<file path="src/rtl/if_stage_pkg.sv">
// Shared types and constants for the fetch (pre-IF + IF) stage.
// Holds the reset PC default, bus widths and the nextpc helper.
package if_stage_pkg;

    localparam logic [31:0] RESET_PC_DEF = 32'h1c00_0000;
    localparam logic [31:0] PC_STEP      = 32'd4;

    // {fs_pc, fs_inst} toward ID
    localparam int FS_TO_DS_BUS_WD = 64;
    // {br_taken, br_target} from ID
    localparam int BR_BUS_WD       = 33;

    typedef struct packed {
        logic [31:0] pc;
        logic [31:0] inst;
    } fs_to_ds_t;

    typedef struct packed {
        logic        taken;
        logic [31:0] target;
    } br_bus_t;

    // Redirect wins over the sequential PC; the add wraps mod 2^32.
    function automatic logic [31:0] pc_next(
        input logic [31:0] pc,
        input br_bus_t     br
    );
        logic [31:0] seq_pc;
        seq_pc = pc + PC_STEP;
        return br.taken ? br.target : seq_pc;
    endfunction

endpackage

</file>
<file path="src/rtl/if_stage_if.sv">
// Bundle between the fetch stage, the ID stage and the inst SRAM.
// master: fetch stage side; slave: ID + SRAM (or a bench) side.
interface if_stage_if;

    logic        ds_allowin;
    logic        br_taken;
    logic [31:0] br_target;

    logic        fs_to_ds_valid;
    logic [31:0] fs_pc;
    logic [31:0] fs_inst;

    logic        inst_sram_en;
    logic [3:0]  inst_sram_we;
    logic [31:0] inst_sram_addr;
    logic [31:0] inst_sram_wdata;
    logic [31:0] inst_sram_rdata;

    modport master (
        input  ds_allowin,
        input  br_taken,
        input  br_target,
        input  inst_sram_rdata,
        output fs_to_ds_valid,
        output fs_pc,
        output fs_inst,
        output inst_sram_en,
        output inst_sram_we,
        output inst_sram_addr,
        output inst_sram_wdata
    );

    modport slave (
        output ds_allowin,
        output br_taken,
        output br_target,
        output inst_sram_rdata,
        input  fs_to_ds_valid,
        input  fs_pc,
        input  fs_inst,
        input  inst_sram_en,
        input  inst_sram_we,
        input  inst_sram_addr,
        input  inst_sram_wdata
    );

endinterface

</file>
<file path="src/rtl/if_inst_buf.sv">
// Capture/hold register for the fetched instruction during a stall.
// Ports: clk, reset, capture, clear, rdata in; buf_valid, inst_buf out.
module if_inst_buf (
    input  logic        clk,
    input  logic        reset,
    input  logic        capture,
    input  logic        clear,
    input  logic [31:0] rdata,
    output logic        buf_valid,
    output logic [31:0] inst_buf
);

    logic        buf_valid_q;
    logic        buf_valid_d;
    logic [31:0] inst_buf_q;
    logic [31:0] inst_buf_d;

    // Clear has priority; capture only happens once per stall.
    always_comb begin
        buf_valid_d = buf_valid_q;
        inst_buf_d  = inst_buf_q;
        if (reset || clear) begin
            buf_valid_d = 1'b0;
        end else if (capture) begin
            buf_valid_d = 1'b1;
            inst_buf_d  = rdata;
        end
    end

    always_ff @(posedge clk) begin
        buf_valid_q <= buf_valid_d;
        inst_buf_q  <= inst_buf_d;
    end

    assign buf_valid = buf_valid_q;
    assign inst_buf  = inst_buf_q;

endmodule

</file>
<file path="src/rtl/if_stage.sv">
// Pre-IF + IF stages: nextpc, inst SRAM request, PC/inst hand-off to ID.
// Ports: clk, reset (sync, active-high), bus (if_stage_if.master).
// IF_INST_BUF_EN: hold the stalled instruction in a local buffer.
module if_stage
    import if_stage_pkg::*;
#(
    parameter logic [31:0] RESET_PC = RESET_PC_DEF
) (
    input  logic              clk,
    input  logic              reset,
    if_stage_if.master        bus
);

    logic        fs_valid_q;
    logic        fs_valid_d;
    logic [31:0] fs_pc_q;
    logic [31:0] fs_pc_d;

    logic        to_fs_valid;
    logic        fs_ready_go;
    logic        fs_allowin;
    logic [31:0] nextpc;
    logic [31:0] fs_inst;

    logic [BR_BUS_WD-1:0]       br_bus;
    br_bus_t                    br;
    logic [FS_TO_DS_BUS_WD-1:0] fs_to_ds_bus;
    fs_to_ds_t                  fs_to_ds;

    assign br_bus = {bus.br_taken, bus.br_target};
    assign br     = br_bus_t'(br_bus);

    // Pre-IF
    assign to_fs_valid = ~reset;
    assign nextpc      = pc_next(fs_pc_q, br);

    // IF handshake
    assign fs_ready_go = 1'b1;
    assign fs_allowin  = ~fs_valid_q
                       | (fs_ready_go & bus.ds_allowin);

    always_comb begin
        fs_valid_d = fs_valid_q;
        fs_pc_d    = fs_pc_q;
        if (reset) begin
            fs_valid_d = 1'b0;
            fs_pc_d    = RESET_PC - PC_STEP;
        end else if (fs_allowin) begin
            fs_valid_d = to_fs_valid;
            fs_pc_d    = nextpc;
        end
    end

    always_ff @(posedge clk) begin
        fs_valid_q <= fs_valid_d;
        fs_pc_q    <= fs_pc_d;
    end

`ifdef IF_INST_BUF_EN
    logic        buf_capture;
    logic        buf_valid;
    logic [31:0] inst_buf;

    // Grab the SRAM word on the first stalled cycle, before
    // the SRAM is free to change its output.
    assign buf_capture = fs_valid_q & ~bus.ds_allowin & ~buf_valid;

    if_inst_buf u_inst_buf (
        .clk       (clk),
        .reset     (reset),
        .capture   (buf_capture),
        .clear     (fs_allowin),
        .rdata     (bus.inst_sram_rdata),
        .buf_valid (buf_valid),
        .inst_buf  (inst_buf)
    );

    assign fs_inst = buf_valid ? inst_buf : bus.inst_sram_rdata;
`else
    // SRAM holds its output while en=0, so it is the hold register.
    assign fs_inst = bus.inst_sram_rdata;
`endif

    assign fs_to_ds_bus = {fs_pc_q, fs_inst};
    assign fs_to_ds     = fs_to_ds_t'(fs_to_ds_bus);

    // The IF instruction is wrong-path when ID redirects.
    assign bus.fs_to_ds_valid = fs_valid_q & fs_ready_go
                              & ~bus.br_taken;
    assign bus.fs_pc          = fs_to_ds.pc;
    assign bus.fs_inst        = fs_to_ds.inst;

    assign bus.inst_sram_en    = to_fs_valid & fs_allowin;
    assign bus.inst_sram_we    = 4'b0;
    assign bus.inst_sram_addr  = nextpc;
    assign bus.inst_sram_wdata = 32'b0;

endmodule

</file>
<file path="src/flat_wrapper.sv">
// flat-port wrapper written by rule: the top's interface ports become plain ports
module if_stage_flat import if_stage_pkg::*;
#(
    parameter logic [31:0] RESET_PC = RESET_PC_DEF
)
  (clk, reset, bus_ds_allowin, bus_br_taken, bus_br_target, bus_inst_sram_rdata, bus_fs_to_ds_valid, bus_fs_pc, bus_fs_inst, bus_inst_sram_en, bus_inst_sram_we, bus_inst_sram_addr, bus_inst_sram_wdata);
  if_stage_if bus_i ();
  input  logic clk;
  input  logic reset;
  input wire logic [$bits(bus_i.ds_allowin)-1:0] bus_ds_allowin;
  input wire logic [$bits(bus_i.br_taken)-1:0] bus_br_taken;
  input wire logic [$bits(bus_i.br_target)-1:0] bus_br_target;
  input wire logic [$bits(bus_i.inst_sram_rdata)-1:0] bus_inst_sram_rdata;
  output wire logic [$bits(bus_i.fs_to_ds_valid)-1:0] bus_fs_to_ds_valid;
  output wire logic [$bits(bus_i.fs_pc)-1:0] bus_fs_pc;
  output wire logic [$bits(bus_i.fs_inst)-1:0] bus_fs_inst;
  output wire logic [$bits(bus_i.inst_sram_en)-1:0] bus_inst_sram_en;
  output wire logic [$bits(bus_i.inst_sram_we)-1:0] bus_inst_sram_we;
  output wire logic [$bits(bus_i.inst_sram_addr)-1:0] bus_inst_sram_addr;
  output wire logic [$bits(bus_i.inst_sram_wdata)-1:0] bus_inst_sram_wdata;
  assign bus_i.ds_allowin = bus_ds_allowin;
  assign bus_i.br_taken = bus_br_taken;
  assign bus_i.br_target = bus_br_target;
  assign bus_i.inst_sram_rdata = bus_inst_sram_rdata;
  assign bus_fs_to_ds_valid = bus_i.fs_to_ds_valid;
  assign bus_fs_pc = bus_i.fs_pc;
  assign bus_fs_inst = bus_i.fs_inst;
  assign bus_inst_sram_en = bus_i.inst_sram_en;
  assign bus_inst_sram_we = bus_i.inst_sram_we;
  assign bus_inst_sram_addr = bus_i.inst_sram_addr;
  assign bus_inst_sram_wdata = bus_i.inst_sram_wdata;
  if_stage #(.RESET_PC(RESET_PC)) u_core (.clk(clk), .reset(reset), .bus(bus_i));
endmodule
</file>
<file path="config.mk">
export PLATFORM = sky130hd
export DESIGN_NAME = if_stage_flat
export DESIGN_NICKNAME = d
export VERILOG_FILES = /design/src/rtl/if_stage_pkg.sv /design/src/rtl/if_stage_if.sv /design/src/rtl/if_inst_buf.sv /design/src/rtl/if_stage.sv /design/src/flat_wrapper.sv
export SDC_FILE = /design/constraint.sdc
export NUM_CORES = 1
export LEC_CHECK = 0
export BUFFER_PORTS_ARGS = -buffer_cell sky130_fd_sc_hd__buf_2
export CORE_MARGIN = 4
export CORE_UTILIZATION = 47
export DETAILED_ROUTE_END_ITERATION = 6
export PLACE_DENSITY = 0.94
export SETUP_SLACK_MARGIN = 0.15
export SLEW_MARGIN = 0
export SYNTH_ARGS = -nofsm -noshare
export SYNTH_HDL_FRONTEND = slang
export SYNTH_SLANG_ARGS = --single-unit
</file>
<file path="constraint.sdc">
create_clock -name clk -period 4.7 [get_ports clk]
set_input_delay 0.94 -clock clk [delete_from_list [all_inputs] [get_ports clk]]
set_output_delay 0.94 -clock clk [all_outputs]
set_load 0.01 [all_outputs]
</file>
==> flow_summary.ini <==
[run_status]
outcome = complete, no violations

[clock_network]
cts.hold.buffers_added = 0
clk_pin_slew_ns = 0.07
clock-sinks = 33
postCtsSetupBuffers = 0
cts_inserted_buffers = 5
cts_buffer_depth = 2
cts_resized = 0
cts_tree = yes
clk_latency_ns = 0.30
cts_root_buffer = clkbuf_8
htree_levels = 2

[drt]
wl_per_cell_um = 17.2
drc = 0
wl_um = 10200
drtIter0Drc = 496
antenna_left = 0
firstDrtPassIters = 5
viasPerCell = 6.04
num_vias = 3569

[global_route]
grt-ovfl-total = 0
grt_pass1_wl_um = 16400
grt_max_degree = 72
grt_pass1_vias = 3381
track_usage_pct = 23.4
antenna_found_initial = 0

[setup_path]
path_cells = nand3_1 -> nor4_2 -> nand3_1 -> a211oi_1 -> buf_2
cp_top_family = simple AND/OR/NAND/NOR gates
end_kind = primary output
path_common_cell = nand3_1
critPathArrivalTime_ns = 3.03
crit_slowest_cell = nor4_2
path_max_fanout = 13
path_class = reg -> out
crit_buf_inv = 1
cp.depth = 5
critical-path-max-stage-delay_ns = 1.12
reg2reg_from = u_core.bus.fs_pc[6]$_SDFFE_PP1N_
critPathLaunchType = register
worstPathRequired_ns = 3.76
crit_start = u_core.bus.fs_pc[6]$_SDFFE_PP1N_
rr_worst_depth = 4

[worst_hold_path]
hold_start = u_core.bus.fs_pc[1]$_SDFFE_PP0N_
hold_depth = 2
hold_path.class = reg -> reg

[yosys]
syn_inst = 463
postSynthAreaPerCell_um2 = 7.01
yosys.area.top_type = dfxtp_1
ys_seq_area_share_pct = 20.4
yosysWarnings = 0
synth_edf_count = 0
syn_area_um2 = 3250
synth_flop_cell = dfxtp_1
synthArstFlopShare_pct = 0
ys_ff_latch = 33
synthTopCellsByArea = dfxtp_1, buf_4, nor2_1, clkbuf_1, nand2_1
yosysTopAreaCellShare_pct = 20.4
ys_types = 51

[die]
core_um2 = 6760
initial_utilization_pct = 48.0
core.rowCount = 30
fp.dieH_um = 91.1
ioPinCount = 202
die_area_um2 = 8300
die_w_um = 91.1

[sta]
min_period_ns = 3.97
worst_pin_slew_ns = 1.23
rsz0062_at_grt = false
clock-skew-final_ns = 0.00648
setup_viol = 0
final.setup.tns_ns = 0
maxSlewViolCount = 0
timing.slew.headroom_pct = 17.2
final-hold-violation-count = 0
post-route-period-util_pct = 84.4
max_freq_mhz = 252

[placement]
hpwl_um = 7170
io_buffers = 101
place_congestion = 0.932

[flow_run]
cap_violations = 0

[finish]
fin_nets = 579
final_core_util_pct = 52.1
syn_to_final_growth_pct = 8.37
diodes = 0
layout-drive-gt1-share_pct = 26.6

[power_and_ir_drop]
p_leak_uw = 0.00152
peakVddDrop_uv = 127
p_per_area_nw_per_um2 = 288
## routing by layer
| layer | track usage [%] | wire, um | up-vias |
|---|---|---|---|
| li1 | - | - | 1674 |
| met1 | 28.3 | 4120 | 1642 |
| met2 | 39.8 | 4830 | 215 |
| met3 | 4.81 | 921 | 38 |
| met4 | 10.2 | 311 | 0 |
| met5 | 0 | 0 | - |
## sequential cells by signal, summed over array words and instances, names as in the netlist
| register | count |
|---|---|
| u_core.bus.fs_pc | 32 |
| u_core.fs_valid_q | 1 |
## layout make-up
cell class | instances | area, um2
Tap cell | 80 | 100
Multi-Input combinational cell | 352 | 2040
Fill cell | 669 | 3240
Timing Repair Buffer | 109 | 566
Clock inverter | 1 | 30.0
Clock buffer | 7 | 86.3
Sequential cell | 33 | 661
Inverter | 9 | 33.8
## cells in the mapped netlist, types with 8 or more instances
| cell type | count |
|---|---|
| buf_4 | 68 |
| nor2_1 | 48 |
| dfxtp_1 | 33 |
| clkbuf_1 | 31 |
| nand2_1 | 31 |
| o21ai_0 | 23 |
| nor3_1 | 22 |
| a21oi_1 | 20 |
| nand3_1 | 19 |
| a31oi_1 | 15 |
| nand4_1 | 15 |
| nor4_1 | 12 |
| nand2b_1 | 10 |
| and3_1 | 9 |
| nor2b_1 | 9 |
| xnor2_1 | 9 |
| inv_1 | 8 |
## worst min-delay path, cell delays in order (launching register included)
cell     delay, ns
dfxtp_1       0.32
nor2_1        0.10
nor3_1        0.05
## power by group
group / internal (uW) / switching (uW)
Combinational: 144 / 235
Clock: 173 / 114
Sequential: 303 / 43.0
Total: 620 / 392
## cell usage in the layout, fill, tap and decap left out, types with 9 or more instances in the layout
master	netlist	routed
and3_1	9	9
nor2_1	48	48
nand2b_1	10	10
nor4_1	12	11
conb_1	1	36
nand3_1	19	19
a31oi_1	15	15
nor3_1	22	22
xnor2_1	9	9
o21ai_0	23	23
buf_2	4	101
a21oi_1	20	20
nand4_1	15	15
nand2_1	31	31
dfxtp_1	33	33
## final timing paths
path	end	slack (ns)
max	bus_inst_sram_addr[19]	0.73
min	u_core.bus.fs_pc[1]$_SDFFE_PP0N_	0.52
max reg2reg	u_core.bus.fs_pc[18]$_SDFFE_PP1N_	2.09
min reg2reg	u_core.bus.fs_pc[1]$_SDFFE_PP0N_	0.52
## metrics by stage
step	instance area (um2)	std cells	setup WS, ns	power (uW)	hold slack [ns]
after floorplan	3380	498	1.52	643	0.526
after global placement	3400	583	1.31	711	0.492
after detailed placement	3400	583	1.16	723	0.512
after CTS	3520	591	0.819	1010	0.523
after global routing	3520	591	0.510	1070	0.550
final	3520	591	0.732	1010	0.516
## cell families (layout without fill, tap and decap cells)
kind of cell	count (synthesis)	after routing	synth area share, %
compound gates	107	107	22.7
xor+xnor	10	10	2.70
fa+ha+maj	1	1	0.385
buf+inv	113	126	21.1
flops	33	33	20.4
mux	6	6	2.04
other cells	1	36	0.116
simple gates	192	192	30.6
Note: power is estimated with default switching activity, not from simulation.
